`config.mk`:
```
export PLATFORM = sky130hd
export DESIGN_NAME = uart_tx_arbiter
export DESIGN_NICKNAME = d
export VERILOG_FILES = /design/src/rtl/uart_tx_arb_pkg.sv /design/src/rtl/uart_tx_ser.sv /design/src/rtl/uart_tx_arbiter.sv
export SDC_FILE = /design/constraint.sdc
export NUM_CORES = 1
export LEC_CHECK = 0
export CORE_UTILIZATION = 40
export DETAILED_ROUTE_END_ITERATION = 8
export PLACE_DENSITY = 0.78
export REMOVE_ABC_BUFFERS = 1
export SLEW_MARGIN = 40
export SYNTH_ARGS = -nofsm -noshare
export SYNTH_HDL_FRONTEND = slang
export SYNTH_SLANG_ARGS = --single-unit
export TNS_END_PERCENT = 10
```
`constraint.sdc`:
```
create_clock -name clock -period 3.5 [get_ports clock]
set_input_delay 0.7 -clock clock [delete_from_list [all_inputs] [get_ports clock]]
set_output_delay 0.7 -clock clock [all_outputs]
set_load 0.02 [all_outputs]
```
`src/rtl/uart_tx_arb_pkg.sv`:
```
// Shared types, line levels and the round-robin search helper for the UART transmit arbiter.
// Optional feature macro: UART_TX_ARB_PARITY_EN (adds an even parity bit to each frame).
package uart_tx_arb_pkg;

    typedef enum logic [2:0] {
        IDLE,
        START,
        DATA,
        PARITY,
        STOP
    } tx_state_e;

    localparam logic UART_IDLE_LEVEL  = 1'b1;
    localparam logic UART_START_LEVEL = 1'b0;

    // The search helper works on a fixed-width view; callers zero-extend their request vector.
    localparam int RR_MAX_REQ = 32;
    localparam int RR_IDX_W   = 5;

    typedef struct packed {
        logic                found;
        logic [RR_IDX_W-1:0] idx;
    } rr_pick_t;

    function automatic rr_pick_t rr_pick(
        input logic [RR_MAX_REQ-1:0] valid,
        input logic [RR_IDX_W-1:0]   rr,
        input int                    n
    );
        rr_pick_t res;
        int       i;
        res.found = 1'b0;
        res.idx   = '0;
        for (int k = 1; k <= RR_MAX_REQ; k++) begin
            if (k <= n) begin
                i = int'(rr) + k;
                if (i >= n) begin
                    i = i - n;
                end
                if (!res.found && valid[i[RR_IDX_W-1:0]]) begin
                    res.found = 1'b1;
                    res.idx   = i[RR_IDX_W-1:0];
                end
            end
        end
        return res;
    endfunction

endpackage

```
`src/rtl/uart_tx_ser.sv`:
```
// Byte serialiser: bit timer, shift register and framing FSM (start, data LSB first, stop).
// With UART_TX_ARB_PARITY_EN defined an even parity bit is sent between data and stop.
module uart_tx_ser
    import uart_tx_arb_pkg::*;
#(
    parameter int CLKS_PER_BIT = 16,
    parameter int DATA_BITS    = 8
) (
    input  logic                 clock_i,
    input  logic                 reset_i,
    input  logic                 load_i,
    input  logic [DATA_BITS-1:0] data_i,
    output logic                 tx_o,
    output logic                 idle_o
);

    localparam int CNT_W = (CLKS_PER_BIT > 1) ? $clog2(CLKS_PER_BIT) : 1;
    localparam int BIT_W = (DATA_BITS > 1) ? $clog2(DATA_BITS) : 1;

    tx_state_e            state_q, state_d;
    logic [CNT_W-1:0]     cnt_q, cnt_d;
    logic [BIT_W-1:0]     bit_q, bit_d;
    logic [DATA_BITS-1:0] shift_q, shift_d;
    logic                 tx_q, tx_d;
`ifdef UART_TX_ARB_PARITY_EN
    logic                 par_q, par_d;
`endif

    logic cnt_last;
    assign cnt_last = (cnt_q == CNT_W'(CLKS_PER_BIT - 1));

    always_comb begin
        state_d = state_q;
        cnt_d   = cnt_q;
        bit_d   = bit_q;
        shift_d = shift_q;
        tx_d    = tx_q;
`ifdef UART_TX_ARB_PARITY_EN
        par_d   = par_q;
`endif
        case (state_q)
            IDLE: begin
                tx_d = UART_IDLE_LEVEL;
                if (load_i) begin
                    state_d = START;
                    cnt_d   = '0;
                    shift_d = data_i;
                    tx_d    = UART_START_LEVEL;
`ifdef UART_TX_ARB_PARITY_EN
                    par_d   = ^data_i;
`endif
                end
            end
            START: begin
                if (cnt_last) begin
                    cnt_d   = '0;
                    bit_d   = '0;
                    state_d = DATA;
                    tx_d    = shift_q[0];
                end else begin
                    cnt_d = cnt_q + 1'b1;
                end
            end
            DATA: begin
                if (cnt_last) begin
                    cnt_d = '0;
                    if (bit_q == BIT_W'(DATA_BITS - 1)) begin
`ifdef UART_TX_ARB_PARITY_EN
                        state_d = PARITY;
                        tx_d    = par_q;
`else
                        state_d = STOP;
                        tx_d    = UART_IDLE_LEVEL;
`endif
                    end else begin
                        // The next bit is already sitting at position 1 of the shifter.
                        bit_d   = bit_q + 1'b1;
                        shift_d = shift_q >> 1;
                        tx_d    = shift_q[1];
                    end
                end else begin
                    cnt_d = cnt_q + 1'b1;
                end
            end
`ifdef UART_TX_ARB_PARITY_EN
            PARITY: begin
                if (cnt_last) begin
                    cnt_d   = '0;
                    state_d = STOP;
                    tx_d    = UART_IDLE_LEVEL;
                end else begin
                    cnt_d = cnt_q + 1'b1;
                end
            end
`endif
            STOP: begin
                if (cnt_last) begin
                    cnt_d   = '0;
                    state_d = IDLE;
                end else begin
                    cnt_d = cnt_q + 1'b1;
                end
            end
            default: begin
                state_d = IDLE;
                cnt_d   = '0;
                tx_d    = UART_IDLE_LEVEL;
            end
        endcase
    end

    always_ff @(posedge clock_i) begin
        if (reset_i) begin
            state_q <= IDLE;
            cnt_q   <= '0;
            bit_q   <= '0;
            shift_q <= '0;
            tx_q    <= UART_IDLE_LEVEL;
`ifdef UART_TX_ARB_PARITY_EN
            par_q   <= 1'b0;
`endif
        end else begin
            state_q <= state_d;
            cnt_q   <= cnt_d;
            bit_q   <= bit_d;
            shift_q <= shift_d;
            tx_q    <= tx_d;
`ifdef UART_TX_ARB_PARITY_EN
            par_q   <= par_d;
`endif
        end
    end

    assign tx_o   = tx_q;
    assign idle_o = (state_q == IDLE);

endmodule

```
`src/rtl/uart_tx_arbiter.sv`:
```
// Round-robin arbiter with message locking in front of a single UART transmit serialiser.
// Optional feature macro: UART_TX_ARB_PARITY_EN (handled inside uart_tx_ser).
module uart_tx_arbiter
    import uart_tx_arb_pkg::*;
#(
    parameter int N_REQ        = 4,
    parameter int CLKS_PER_BIT = 16,
    parameter int DATA_BITS    = 8
) (
    input  logic                       clock,
    input  logic                       reset,
    input  logic                       enable,
    input  logic [N_REQ-1:0]           req_valid,
    input  logic [N_REQ*DATA_BITS-1:0] req_data,
    input  logic [N_REQ-1:0]           req_last,
    output logic [N_REQ-1:0]           req_ready,
    output logic                       uart_tx,
    output logic                       uart_tx_driven,
    output logic                       busy,
    output logic [$clog2(N_REQ)-1:0]   grant_id
);

    localparam int IDX_W = $clog2(N_REQ);

    logic [IDX_W-1:0]     rr_q, rr_d;
    logic [IDX_W-1:0]     owner_q, owner_d;
    logic [IDX_W-1:0]     grant_q, grant_d;
    logic                 lock_q, lock_d;
    logic                 driven_q;

    rr_pick_t             pick;
    logic [IDX_W-1:0]     sel;
    logic                 found;
    logic                 accept;
    logic                 ser_idle;
    logic                 ser_tx;
    logic [DATA_BITS-1:0] sel_data;

    always_comb begin
        pick    = rr_pick(RR_MAX_REQ'(req_valid), RR_IDX_W'(rr_q), N_REQ);
        sel     = IDX_W'(pick.idx);
        found   = pick.found;
        // A held lock restricts the choice to the owner, even if others are waiting.
        if (lock_q) begin
            sel   = owner_q;
            found = req_valid[owner_q];
        end
        accept    = ser_idle & enable & ~reset & found;
        sel_data  = req_data[sel*DATA_BITS +: DATA_BITS];
        req_ready = '0;
        if (accept) begin
            req_ready[sel] = 1'b1;
        end

        rr_d    = rr_q;
        owner_d = owner_q;
        grant_d = grant_q;
        lock_d  = lock_q;
        if (accept) begin
            grant_d = sel;
            owner_d = sel;
            lock_d  = ~req_last[sel];
            if (req_last[sel]) begin
                rr_d = sel;
            end
        end
    end

    always_ff @(posedge clock) begin
        if (reset) begin
            rr_q     <= IDX_W'(N_REQ - 1);
            owner_q  <= '0;
            grant_q  <= '0;
            lock_q   <= 1'b0;
            driven_q <= 1'b0;
        end else begin
            rr_q     <= rr_d;
            owner_q  <= owner_d;
            grant_q  <= grant_d;
            lock_q   <= lock_d;
            driven_q <= 1'b1;
        end
    end

    uart_tx_ser #(
        .CLKS_PER_BIT (CLKS_PER_BIT),
        .DATA_BITS    (DATA_BITS)
    ) u_ser (
        .clock_i (clock),
        .reset_i (reset),
        .load_i  (accept),
        .data_i  (sel_data),
        .tx_o    (ser_tx),
        .idle_o  (ser_idle)
    );

    assign uart_tx        = ser_tx;
    assign uart_tx_driven = driven_q;
    assign busy           = ~ser_idle | lock_q;
    assign grant_id       = grant_q;

endmodule
```
==> flow_summary.ini <==
[run_status]
status = finished clean

[clocking]
cts_resized = 20
htree_levels = 1
cts_tree = done
cts-root-buf = clkbuf_8
numCtsBuffers = 3
clock_latency_ns = 0.27
path_clk_slew_ns = 0.09
cts_sinks = 25
hold_buffers = 0
ctsLongestPathBuffers = 2
cts_setup_buffers = 0

[yosys]
ys_top_cells_by_count = o21ai_0 (30), dfxtp_1 (25), nor2_1 (25)
synth_cell_types = 50
ys.flop_type = dfxtp_1
yosysTopAreaCell = dfxtp_1
yosysWarnings = 0
netlist_area_sq_um = 1928
syn_avg_cell_area_sq_um = 7.712
synth-seq-area-share_pct = 25.96
ys_ff_latch = 25
async_reset_ff_share_pct = 0
synthCells = 250
synth_top_cells_by_area = dfxtp_1 (26%), o21ai_0 (7.8%), a21oi_1 (5.2%)
synth.most_common_cell = o21ai_0
synth_top_area_share_pct = 25.96
synth_edf_count = 0

[power]
ir_drop_v = 0.0003974
p_leak_nw = 1.088
powerDensity_nw_per_um2 = 731.2

[timing]
worst_slack_ns = 0.08933
hold_slack_ns = 0.4799
rsz0062_at_grt = no
slew_headroom_pct = 62.21
finalSetupTns_ns = 0
period_needed_ns = 3.411
drv_slew = 0
max_freq_ghz = 0.2932
fin_crit_sh_pct = 97.45
hold_violations = 0
finClkSkew_ns = 0.002552
setup_viol_count_final = 0
worst_pin_slew_ns = 0.5626

[hold_path]
min_path_type = flop to flop

[cells_and_area]
fin_area_sq_um = 2668
fill_cells = 418
final-instance-count-excl-fill = 368
nNetsFinal = 368
area_growth_pct = 38.35
drive_gt1_share_pct = 14.87
antenna_cells = 0

[drt]
dr_wl_met2_um = 2463
wl_per_cell_um = 14.54
via_count = 2139
viasPerCell = 5.813
drt-initial-drc-count = 165
wl_um = 5350
ant_nets = 0
routed.top_layer = met4
drc = 0
wl_met3_um = 254
drtPass1Iterations = 4
wl_met1_um = 2557

[floorplanning]
rows = 24
io_pins = 52
initial_core_util_pct = 42.81
die_w_um = 71.43
core_area_sq_um = 4504
die_area_sq_um = 5102
die_h_um = 71.43

[place]
dpl_cell_area_sq_um = 2623
dpl.cell_count = 364
dp_hpwl_um = 3980
post-place-ws_ns = -0.4358
gp_congestion = 0.8599
numPortBuffers = 51

[worst_setup_path]
cp.required_ns = 2.80
slowest_delay_ns = 0.55
crit_path_start_kind = primary input
timing.critical_path.to_type = primary output
crit_chain = clkdlybuf4s50_1, mux2_4, o2bb2ai_2, o2111a_1, or4_4, nor2b_1, buf_2
path_class = primary input to primary output
crit_arrival_ns = 2.71
cp_max_fo = 5
slowest_stage = or4_4

[global_route]
grt_max_degree = 25
track_usage_pct = 22.01
antenna_found_initial = 0
grt_pass1_wl_um = 9149
grt_pass1_vias = 2010
globalRouteOverflowTotal = 0

[job]
drv_cap = 0
-- metal layers --
metal,GRT usage [%],up-vias
met5,0,-
met3,3.376,11
li1,-,1076
met4,5.111,0
met2,37.25,69
met1,29.53,983
-- cell type report --
cell class	instances	area (sq um)	area share (%)
clock buffers	4	45.04	1.689
inverters	7	26.28	0.9850
multi-input cells	204	1353	50.70
flip-flops and latches	25	500.5	18.76
well taps	52	65.06	2.439
repair buffers	76	678.2	25.42
-- cell usage in the layout (no fill, tap or decap), drive strengths merged, types with 2 or more instances in the layout --
cell           count
a21oi             20
nor2              25
nand3             15
dfxtp             25
a211o              8
clkdlybuf4s50     44
nand2              9
inv                7
a2bb2oi            2
a211oi             3
o21a               2
nand2b             3
and3              10
a22oi              5
buf               29
nor2b              5
o21ai             31
o32ai              2
a21boi             8
nor3               8
mux2               3
clkbuf             4
dlygate4sd2        2
mux2i              7
o311ai             2
ha                 8
and2               2
a31oi              7
a2111oi            2
-- path summary, 6_finish.rpt --
| kind | slack (ns) | from | end | cells past startpoint |
|---|---|---|---|---|
| max | 0.09 | req_valid[3] | req_ready[0] | 7 |
| min | 0.48 | u_ser.bit_q[2] | u_ser.bit_q[2] | 2 |
| max reg2reg | 0.49 | rr_q[1] | lock_q | 10 |
| min reg2reg | 0.48 | u_ser.bit_q[2] | u_ser.bit_q[2] | 2 |
-- per-stage QoR --
stage,power [mW],util (%)
after global routing,2.108,59.22
after CTS,1.941,59.50
final,1.951,59.22
after detailed placement,1.754,58.22
after global placement,1.721,58.22
after floorplan,1.274,-
-- state kept, by name, indices dropped and copies added, names as in the netlist --
register and cells:
grant_id 2, u_ser.bit_q 3, rr_q 2, u_ser.state_q 3
lock_q 1, u_ser.shift_q 8, u_ser.cnt_q 4, uart_tx_driven 1
u_ser.tx_o 1
-- power breakdown --
group,switching [mW],total (mW),internal [mW],leakage (nW)
clock network,0.0930,0.174,0.0815,0.0228
logic,0.754,1.36,0.609,0.861
registers,0.0649,0.413,0.348,0.204
-- cells by family after synthesis --
| family | count (synthesis) | synth area share (%) |
|---|---|---|
| flip-flops | 25 | 25.96 |
| AND/OR/NAND/NOR | 83 | 21.74 |
| adder cells (fa/ha/maj) | 8 | 5.192 |
| AO/OA/AOI/OAI | 102 | 35.63 |
| buffers and inverters | 21 | 4.932 |
| multiplexers | 11 | 6.554 |
-- critical path: cells and delay by family --
family          cells  cell delay, ns
simple gates        2            0.70
mux                 1            0.29
buf+inv             2            0.62
compound gates      2            0.40
Power figures use the tool's default switching activity.
